===== src/rtl/regfile_wb_arbiter.sv =====
// Round-robin arbiter that merges pipeline and multi-cycle writebacks onto the single register-file write port.
// Define RF_WB_FWD_EN to add combinational forwarding of the in-flight write to the two read ports.
module regfile_wb_arbiter #(
  parameter int AW = 5,
  parameter int DW = 32
) (
  input  logic          clk,
  input  logic          reset_n,
  input  logic          wb0_valid,
  input  logic [AW-1:0] wb0_addr,
  input  logic [DW-1:0] wb0_data,
  output logic          wb0_ready,
  input  logic          wb1_valid,
  input  logic [AW-1:0] wb1_addr,
  input  logic [DW-1:0] wb1_data,
  output logic          wb1_ready,
  output logic          WE3,
  output logic [AW-1:0] A3,
  output logic [DW-1:0] WD3,
  output logic          busy
`ifdef RF_WB_FWD_EN
  ,
  input  logic [AW-1:0] rd_a1,
  input  logic [AW-1:0] rd_a2,
  input  logic [DW-1:0] rf_rd1,
  input  logic [DW-1:0] rf_rd2,
  output logic [DW-1:0] fwd_rd1,
  output logic [DW-1:0] fwd_rd2
`endif
);

  typedef struct packed {
    logic [AW-1:0] addr;
    logic [DW-1:0] data;
  } wb_req_t;

  logic    prio;
  logic    gnt0, gnt1, xfer;
  wb_req_t req0, req1, sel;

  assign req0 = '{addr: wb0_addr, data: wb0_data};
  assign req1 = '{addr: wb1_addr, data: wb1_data};

  // Grants are held low while reset is asserted so requesters cannot handshake.
  assign gnt0 = reset_n & wb0_valid & (~wb1_valid | ~prio);
  assign gnt1 = reset_n & wb1_valid & (~wb0_valid |  prio);
  assign xfer = gnt0 | gnt1;
  assign sel  = gnt1 ? req1 : req0;

  assign wb0_ready = gnt0;
  assign wb1_ready = gnt1;
  assign busy      = reset_n & ((wb0_valid & ~gnt0) | (wb1_valid & ~gnt1));

  always_ff @(posedge clk or negedge reset_n) begin
    if (!reset_n) begin
      prio <= 1'b0;
      WE3  <= 1'b0;
      A3   <= '0;
      WD3  <= '0;
    end else if (xfer) begin
      // Point at the loser; register-0 writes still rotate priority.
      prio <= gnt0;
      WE3  <= (sel.addr != '0);
      A3   <= sel.addr;
      WD3  <= sel.data;
    end else begin
      WE3  <= 1'b0;
    end
  end

`ifdef RF_WB_FWD_EN
  logic [1:0][AW-1:0] rd_a;
  logic [1:0][DW-1:0] rf_rd;
  logic [1:0][DW-1:0] fwd_rd;

  assign rd_a  = {rd_a2, rd_a1};
  assign rf_rd = {rf_rd2, rf_rd1};

  for (genvar k = 0; k < 2; k++) begin : g_fwd
    assign fwd_rd[k] = (WE3 && (A3 == rd_a[k]) && (rd_a[k] != '0)) ? WD3 : rf_rd[k];
  end

  assign fwd_rd1 = fwd_rd[0];
  assign fwd_rd2 = fwd_rd[1];
`endif

endmodule


===== config.mk =====
export PLATFORM = sky130hd
export DESIGN_NAME = regfile_wb_arbiter
export DESIGN_NICKNAME = d
export VERILOG_FILES = /design/src/rtl/regfile_wb_arbiter.sv
export SDC_FILE = /design/constraint.sdc
export NUM_CORES = 1
export LEC_CHECK = 0
export ABC_AREA = 1
export BUFFER_PORTS_ARGS = -buffer_cell sky130_fd_sc_hd__buf_2
export CAP_MARGIN = 20
export CORE_MARGIN = 2
export CORE_UTILIZATION = 35
export DETAILED_ROUTE_END_ITERATION = 16
export PLACE_DENSITY = 0.71
export SLEW_MARGIN = 20
export SYNTH_ARGS = -nofsm -noshare
export SYNTH_HDL_FRONTEND = slang
export SYNTH_SLANG_ARGS = --single-unit

===== constraint.sdc =====
create_clock -name clk -period 1.65 [get_ports clk]
set_input_delay 0.33 -clock clk [delete_from_list [all_inputs] [get_ports clk]]
set_output_delay 0.33 -clock clk [all_outputs]
set_load 0.005 [all_outputs]

==> impl_summary.md, run 1 <==
Job
Max-cap violations in this run came to 0.

Logic synthesis
Counting instances in the post-synthesis netlist gives the leading cell types as 39 x dfrtp_1, 35 x nor2_1, 32 x nor3_1, 32 x o22ai_1, 16 x nand2_1. The most used standard cell by instance count after synthesis is dfrtp_1. The number of nets produced by synthesis is 275. The top cell type by area accounts for 55.2% of the synthesized area.

After synthesis, the netlist uses 17 different library cells. The mean instance size in the synthesized netlist is 8.97 µm². The number of cells produced by synthesis is 197. In this run, synthesis produced a sequential element count of 39. The largest area contributor in the netlist is dfrtp_1. Among all flip-flop cells after synthesis, the most frequent one is dfrtp_1. Counting flops with an async set or reset pin after synthesis yields a share of 100%. The cell area after synthesis is 1770 µm². Sorting the synthesized cells by area gives the leading types as dfrtp_1 55%, o22ai_1 11%, nor3_1 9.1%.

The sequential share of the synthesized area is 55.2%. The total of warnings raised by yosys is 0. The number of enable-type register cells in the synthesized netlist is 0.

Critical path
The startpoint class of the critical path is a register. The kind of critical path is reg2out. The critical path goes through inv_1, nand2_2, nand2_4, inv_8, buf_2. On the worst path, the slowest cell contributes a delay of 390 ps. The worst setup path is captured at a primary output.

The data arrival at the endpoint of the critical path is 1220 ps. For the worst setup path, the data required time is 1320 ps. The peak fanout along the critical path is 19.

The slowest stage of the critical path is the dfrtp_1 cell.

Layout
The antenna diode instance count is 0. The signed area change from the synthesized netlist to the final layout is 41.9%. The count of filler cells inserted in the layout is 479.

The ratio of cells with drive above 1 in the final layout is 43.2%. The utilization after layout is 52.4%. The count of nets after finishing is 392. The final design area excluding fillers is 2510 µm².

Clock network
The CTS sink count is 39. Buffers inserted during clock tree synthesis total 5. The root buffer cell is clkbuf_8.

The H-tree level count is 2. Clock latency on the worst-skew pair, taken at its later pin, is 280 ps. TritonCTS built the clock tree.

Clock-pin slew was measured on the worst setup and hold paths at 70 ps. The buffer levels on the longest clock path is 2.

Pwr
The analysis attributes to net switching a power of 0.000670 W. Combinational cells account for 24.1% of the total power. The cell-internal power is 0.00168 W. The proportion of power drawn by the clock network is 26.1%. Net switching is 28.6% of the power. The cell leakage power is 1.23 nW. Of the total power, registers draw 49.8%. The total power density per cell area is 935 nW/µm².

Across the VDD grid, the largest voltage drop is 0.469 mV.

Place
The final weighted congestion in routability-driven placement is 0.740. The number of port buffers is 118. Summed over all nets, the half-perimeter wirelength after detailed placement is 3570 µm.

Summing all placed instances gives a cell area of 2410 µm².

STA
Of the available clock period, the critical path in the final layout requires 93.8%. The number of slew-limit violations in the final report is 0. Setup repair after global routing left no endpoint under its margin. The number of hold violations in the final report was 0. The maximum operating frequency is 0.646 GHz. The final number of setup-violating endpoints is 0. On the final layout, the worst clock skew is 5.50 ps. The transition at the pin with the smallest max-transition slack is 573 ps. The clock period could shrink to 1550 ps.

The worst pin sits at a relative slew slack of 61.7%. Adding up every negative setup slack in the final design gives 0 ps.

Global routing
The total grt overflow is 0. The initial antenna violation count is 0. The wire length of the first global-routing pass is 7570 µm.

The number of global-route vias before repair is 1,692. The largest net degree at the start of global routing is 40. The total routing resource utilization after global routing is 17.7%.

Die
During I/O placement, the number of pins put on the boundary was 119. From bottom edge to top edge, the die measures 75.1 µm. The die covers 5640 µm².

The horizontal extent of the die is 75.1 µm. The number of rows in the core area is 25. The total area inside the core boundary comes to 4790 µm².

The initial standard-cell utilization of the core is 36.9%.

Routing
The number of design-rule violations left by the first detailed-router iteration is 102. The detailed-route wire length is 5030 µm. After detailed routing, the average wire length per cell comes to 13.2 µm. After detailed routing, the number of remaining DRC violations is 0. The vias after detailed routing is 1,826. The number of iterations in the first detailed-routing pass is 4. The number of nets with antenna violations after routing is 0. The per-cell via count in the routed design is 4.78.

Outcome
The flow ran to the end, and the final reports show no timing, DRC or antenna violations.

Worst hold path
The min-delay analysis places its worst path in the category in2async.
[per-stage QoR]
| step | hold slack (ps) | setup slack (ps) | instances | power (W) |
|---|---|---|---|---|
| floorplan | 34.4 | 505 | 197 | 0.00145 |
| global placement | 156 | 150 | 373 | 0.00174 |
| detailed placement | 158 | 111 | 373 | 0.00176 |
| CTS | 194 | 45.3 | 382 | 0.00238 |
| global route | 226 | 23.5 | 382 | 0.00249 |
| finish | 176 | 102 | 382 | 0.00235 |
[path summary, 6_finish.rpt]
kind	startpoint	cells past startpoint	slack [ps]	to
max in group asynchronous	reset_n	2	1050	WD3[10]$_DFFE_PN0P_
min in group clk	wb0_data[9]	3	260	WD3[9]$_DFFE_PN0P_
worst min register to register	A3[2]$_DFFE_PN0P_	2	490	A3[2]$_DFFE_PN0P_
worst min-delay path	reset_n	2	180	WD3[1]$_DFFE_PN0P_
worst max-delay path	prio$_DFFE_PN0P_	5	100	wb1_ready
worst max register to register	prio$_DFFE_PN0P_	9	210	WE3$_DFF_PN0_
[registers in the layout, indices dropped and copies added (netlist names)]
name	flops
WE3	1
A3	5
prio	1
WD3	32
[power groups by stage]
stage	Sequential [W]	Combinational [W]	Clock, W
after floorplan	0.00120	0.000253	0
after CTS	0.00117	0.000574	0.000638
final	0.00117	0.000566	0.000612
after detailed placement	0.00119	0.000570	0
after global routing	0.00118	0.000643	0.000667
after global placement	0.00118	0.000562	0
[routing by layer]
layer  GRT usage [%]  vias up  routed length (µm)
met5               0        -                   0
met4            5.16        0                  41
met3            4.95        6                 355
met2            28.2       74                2400
met1            23.6      838                2240
li1                -      908                   -
[cell usage in the layout (no fill, tap or decap)]
cell / count
dlygate4sd3_1: 1
nand2_1: 16
o22ai_1: 32
inv_2: 1
a21oi_2: 1
nand2_4: 1
clkbuf_1: 2
o21ai_1: 2
clkbuf_8: 5
buf_12: 2
buf_2: 118
inv_8: 1
dfrtp_1: 39
nand2_2: 2
nor3_1: 32
nand3_1: 3
nor2_1: 35
buf_4: 3
clkinv_2: 2
nand3b_1: 1
o21ai_0: 6
inv_1: 10
[critical path: cells and delay by family (launching register included)]
family,cells,cell delay (ps)
flip-flops,1,390
buffers and inverters,3,340
AND/OR/NAND/NOR,2,200
[timing repair]
action,4_1_cts,5_1_grt
endpoints found under the hold margin,2,0
setup buffers,0,0
hold buffers,1,0
cloned,0,0
endpoints found under the setup margin,1,1
gates resized for setup,1,2
[final cells by class]
| class | instances | area (µm²) | share of cell area [%] |
|---|---|---|---|
| Clock buffer | 7 | 76.3 | 3.04 |
| Clock inverter | 1 | 5.00 | 0.200 |
| Inverter | 13 | 57.6 | 2.29 |
| Multi-Input combinational cell | 131 | 647 | 25.8 |
| Sequential cell | 39 | 976 | 38.9 |
| Tap cell | 67 | 83.8 | 3.34 |
| Timing Repair Buffer | 124 | 663 | 26.4 |
[cells by family after synthesis]
family	after synthesis	share of synthesized area (%)
simple gates	90	22.5
flops	39	55.2
buf+inv	27	8.21
compound gates	41	14.1
(Power assumes the default switching activity.)
==> run 2: changes to the inputs <==
CTS_BUF_LIST = sky130_fd_sc_hd__clkbuf_16   (was unset)
==> impl_summary.md, run 2 (same netlist as run 1, synthesis figures left out) <==
Outcome
The run finished with clean final reports.

STA
The minimum clock period after layout came to 1570 ps (+19.8 ps). Setup repair after global routing left no endpoint under its margin. The headroom to the max-slew limit came to 61.7% (about the same).

The final number of setup-violating endpoints was 0 (unchanged). The maximum operating frequency is 0.638 GHz (-1.3%). The number of hold violations in the final report is 0 (unchanged). The setup total negative slack is 0 ps (unchanged). The fraction of the cycle the final worst path needs is 95.0% (+1.2 points). The transition at the pin with the smallest max-transition slack is 574 ps (+0.749 ps).

The setup skew after layout was 3.25 ps (-2.25 ps). The number of slew-limit violations in the final report is 0 (unchanged).

Layout
The largest registers in the layout are WD3: 32 flops, A3: 5 flops. The register bank with the most flops is WD3. The commonest non-fill, non-tap cell in the layout is buf_2. The footprint of the flip-flops and latches was 976 µm² (unchanged). The count of nets after finishing is 392 (unchanged). The ratio of cells with drive above 1 in the final layout was 43.2% (unchanged). Compared with the post-synthesis result, the final layout area differs by 44.9%. Leaving out fill and tap cells, the most frequent cells in the layout are 118 x buf_2, 39 x dfrtp_1, 35 x nor2_1, 32 x o22ai_1, 32 x nor3_1. The count of filler cells inserted in the layout was 470 (-1.9%). The number of flip-flops in the largest register is 32 (unchanged).

The area used by multi-input combinational logic was 647 µm² (unchanged). The antenna diode instance count is 0 (unchanged). The utilization after layout is 53.5% (+1.1 points).

Critical path
The peak fanout along the critical path is 19 (unchanged). The number of cells on the worst reg-to-reg path was 9 (unchanged). The data required time at the worst endpoint is 1320 ps (about the same).

The kind of critical path is reg2out. The data arrival at the endpoint of the critical path is 1240 ps (+20 ps). The startpoint class of the critical path is a register.

The worst setup path is captured at a primary output.

Place
The final weighted congestion in routability-driven placement is 0.740 (unchanged). The number of port buffers came to 118 (unchanged). The half-perimeter wire length after placement came to 3570 µm (unchanged).

Job
The max capacitance violation total is 0 (unchanged).

Die
The top-level I/O count is 119 (unchanged). The vertical extent of the die is 75.1 µm (unchanged). The initial standard-cell utilization of the core is 36.9% (unchanged). The floorplan die area is 5640 µm² (unchanged). The number of rows in the core area came to 25 (unchanged). The core region area is 4790 µm² (unchanged).

The horizontal extent of the die is 75.1 µm (unchanged).

Clock network
The clock buffer count from CTS is 5 (unchanged). The CTS sink count is 39 (unchanged). The CTS tree is yes. The buffer levels on the longest clock path is 2 (unchanged). The clock latency of the later-clocked register in the worst-skew pair is 270 ps (about the same). The H-tree level count is 2 (unchanged). The register clock-pin slew on the reported worst setup and hold paths is 60 ps (about the same). The root buffer cell is clkbuf_16.

Routing
The detailed-route wire length per cell was 13.3 µm (+0.72%). The DRC violations left is 0 (unchanged). The number of design-rule violations left by the first detailed-router iteration is 74 (-27%).

The per-cell via count in the routed design was 4.82 (+0.77%). The wire length the detailed router placed on met1 is 2230 µm (-0.18%). After detailed routing, no signal wire sits above met4. The detailed-route wire length is 5070 µm (+0.72%). The total met2 wirelength after detailed routing came to 2380 µm (-0.88%).

The number of nets with antenna violations after routing came to 0 (unchanged). The routed length on met3 is 410 µm (+15%). The number of iterations in the first detailed-routing pass is 5 (+1). The vias after detailed routing is 1,840 (+0.77%).

Global routing
The total grt overflow was 0 (unchanged). The wire length of the first global-routing pass is 7620 µm (+0.73%). The number of global-route vias before repair is 1,711 (+1.1%). The total routing resource utilization after global routing is 17.7% (+0.028 points). The initial antenna violation count is 0 (unchanged).

The largest net degree at the start of global routing is 40 (unchanged).

Pwr
The cell leakage power is 1.26 nW (+2.6%). The largest vdd supply drop was 0.597 mV (+27%). The total power density per cell area is 1030 nW/µm² (+9.7%).

Worst hold path
The kind of path behind the tightest hold check is in2async.
## run 2: cell types whose count changed in the layout (fill, tap and decap cells not counted), sizes merged
cell / delta
inv: +2
clkbuf: -2
## run 2: power breakdown
part / internal [W] / switching [W]
clock network: 0.000545 / 0.000345
registers: 0.00110 / 0.0000722
logic: 0.000282 / 0.000284
## run 2: final timing paths
| path | to | slack [ps] | start |
|---|---|---|---|
| worst min register to register | A3[2]$_DFFE_PN0P_ | 480 | A3[2]$_DFFE_PN0P_ |
| max in group asynchronous | WD3[10]$_DFFE_PN0P_ | 1030 | reset_n |
| min in group clk | WD3[9]$_DFFE_PN0P_ | 270 | wb0_data[9] |
| worst max register to register | WE3$_DFF_PN0_ | 230 | prio$_DFFE_PN0P_ |
| worst max-delay path | wb1_ready | 80 | prio$_DFFE_PN0P_ |
| worst min-delay path | WD3[2]$_DFFE_PN0P_ | 190 | reset_n |
## run 2: worst max-delay path: stages, from the launching register on
cell and delay [ps]:
dfrtp_1 380, inv_1 80, nand2_2 110, nand2_4 90
inv_6 150, buf_2 140
## run 2: repair_timing
action                                 in CTS  in global routing
setup buffers                               0                  0
hold buffers                                1                  0
endpoints found under the hold margin       2                  0
gates resized for setup                     1                  1
setup endpoints to repair                   1                  1
## run 2: per-stage QoR
stage	setup slack, ps	power (W)	cell area, µm²	hold WS (ps)	instances
3_5_place_dp	111	0.00176	2410	158	373
6_report	82.3	0.00263	2560	195	382
2_1_floorplan	505	0.00145	1770	34.4	197
3_3_place_gp	150	0.00174	2410	156	373
5_1_grt	13.1	0.00278	2560	243	382
4_1_cts	54.7	0.00266	2560	213	382
## run 2: area by class of cell
type                            instances  area share, %
Multi-Input combinational cell        131           25.2
Sequential cell                        39           38.1
Timing Repair Buffer                  124           25.9
Clock inverter                          3          0.488
Inverter                               13           2.15
Tap cell                               67           3.27
Clock buffer                            5           4.88
## run 2: layer usage
layer | up-vias | global-route usage [%]
li1 | 913 | -
met1 | 839 | 23.7
met2 | 82 | 28.5
met3 | 6 | 4.95
met4 | 0 | 4.56
met5 | - | 0
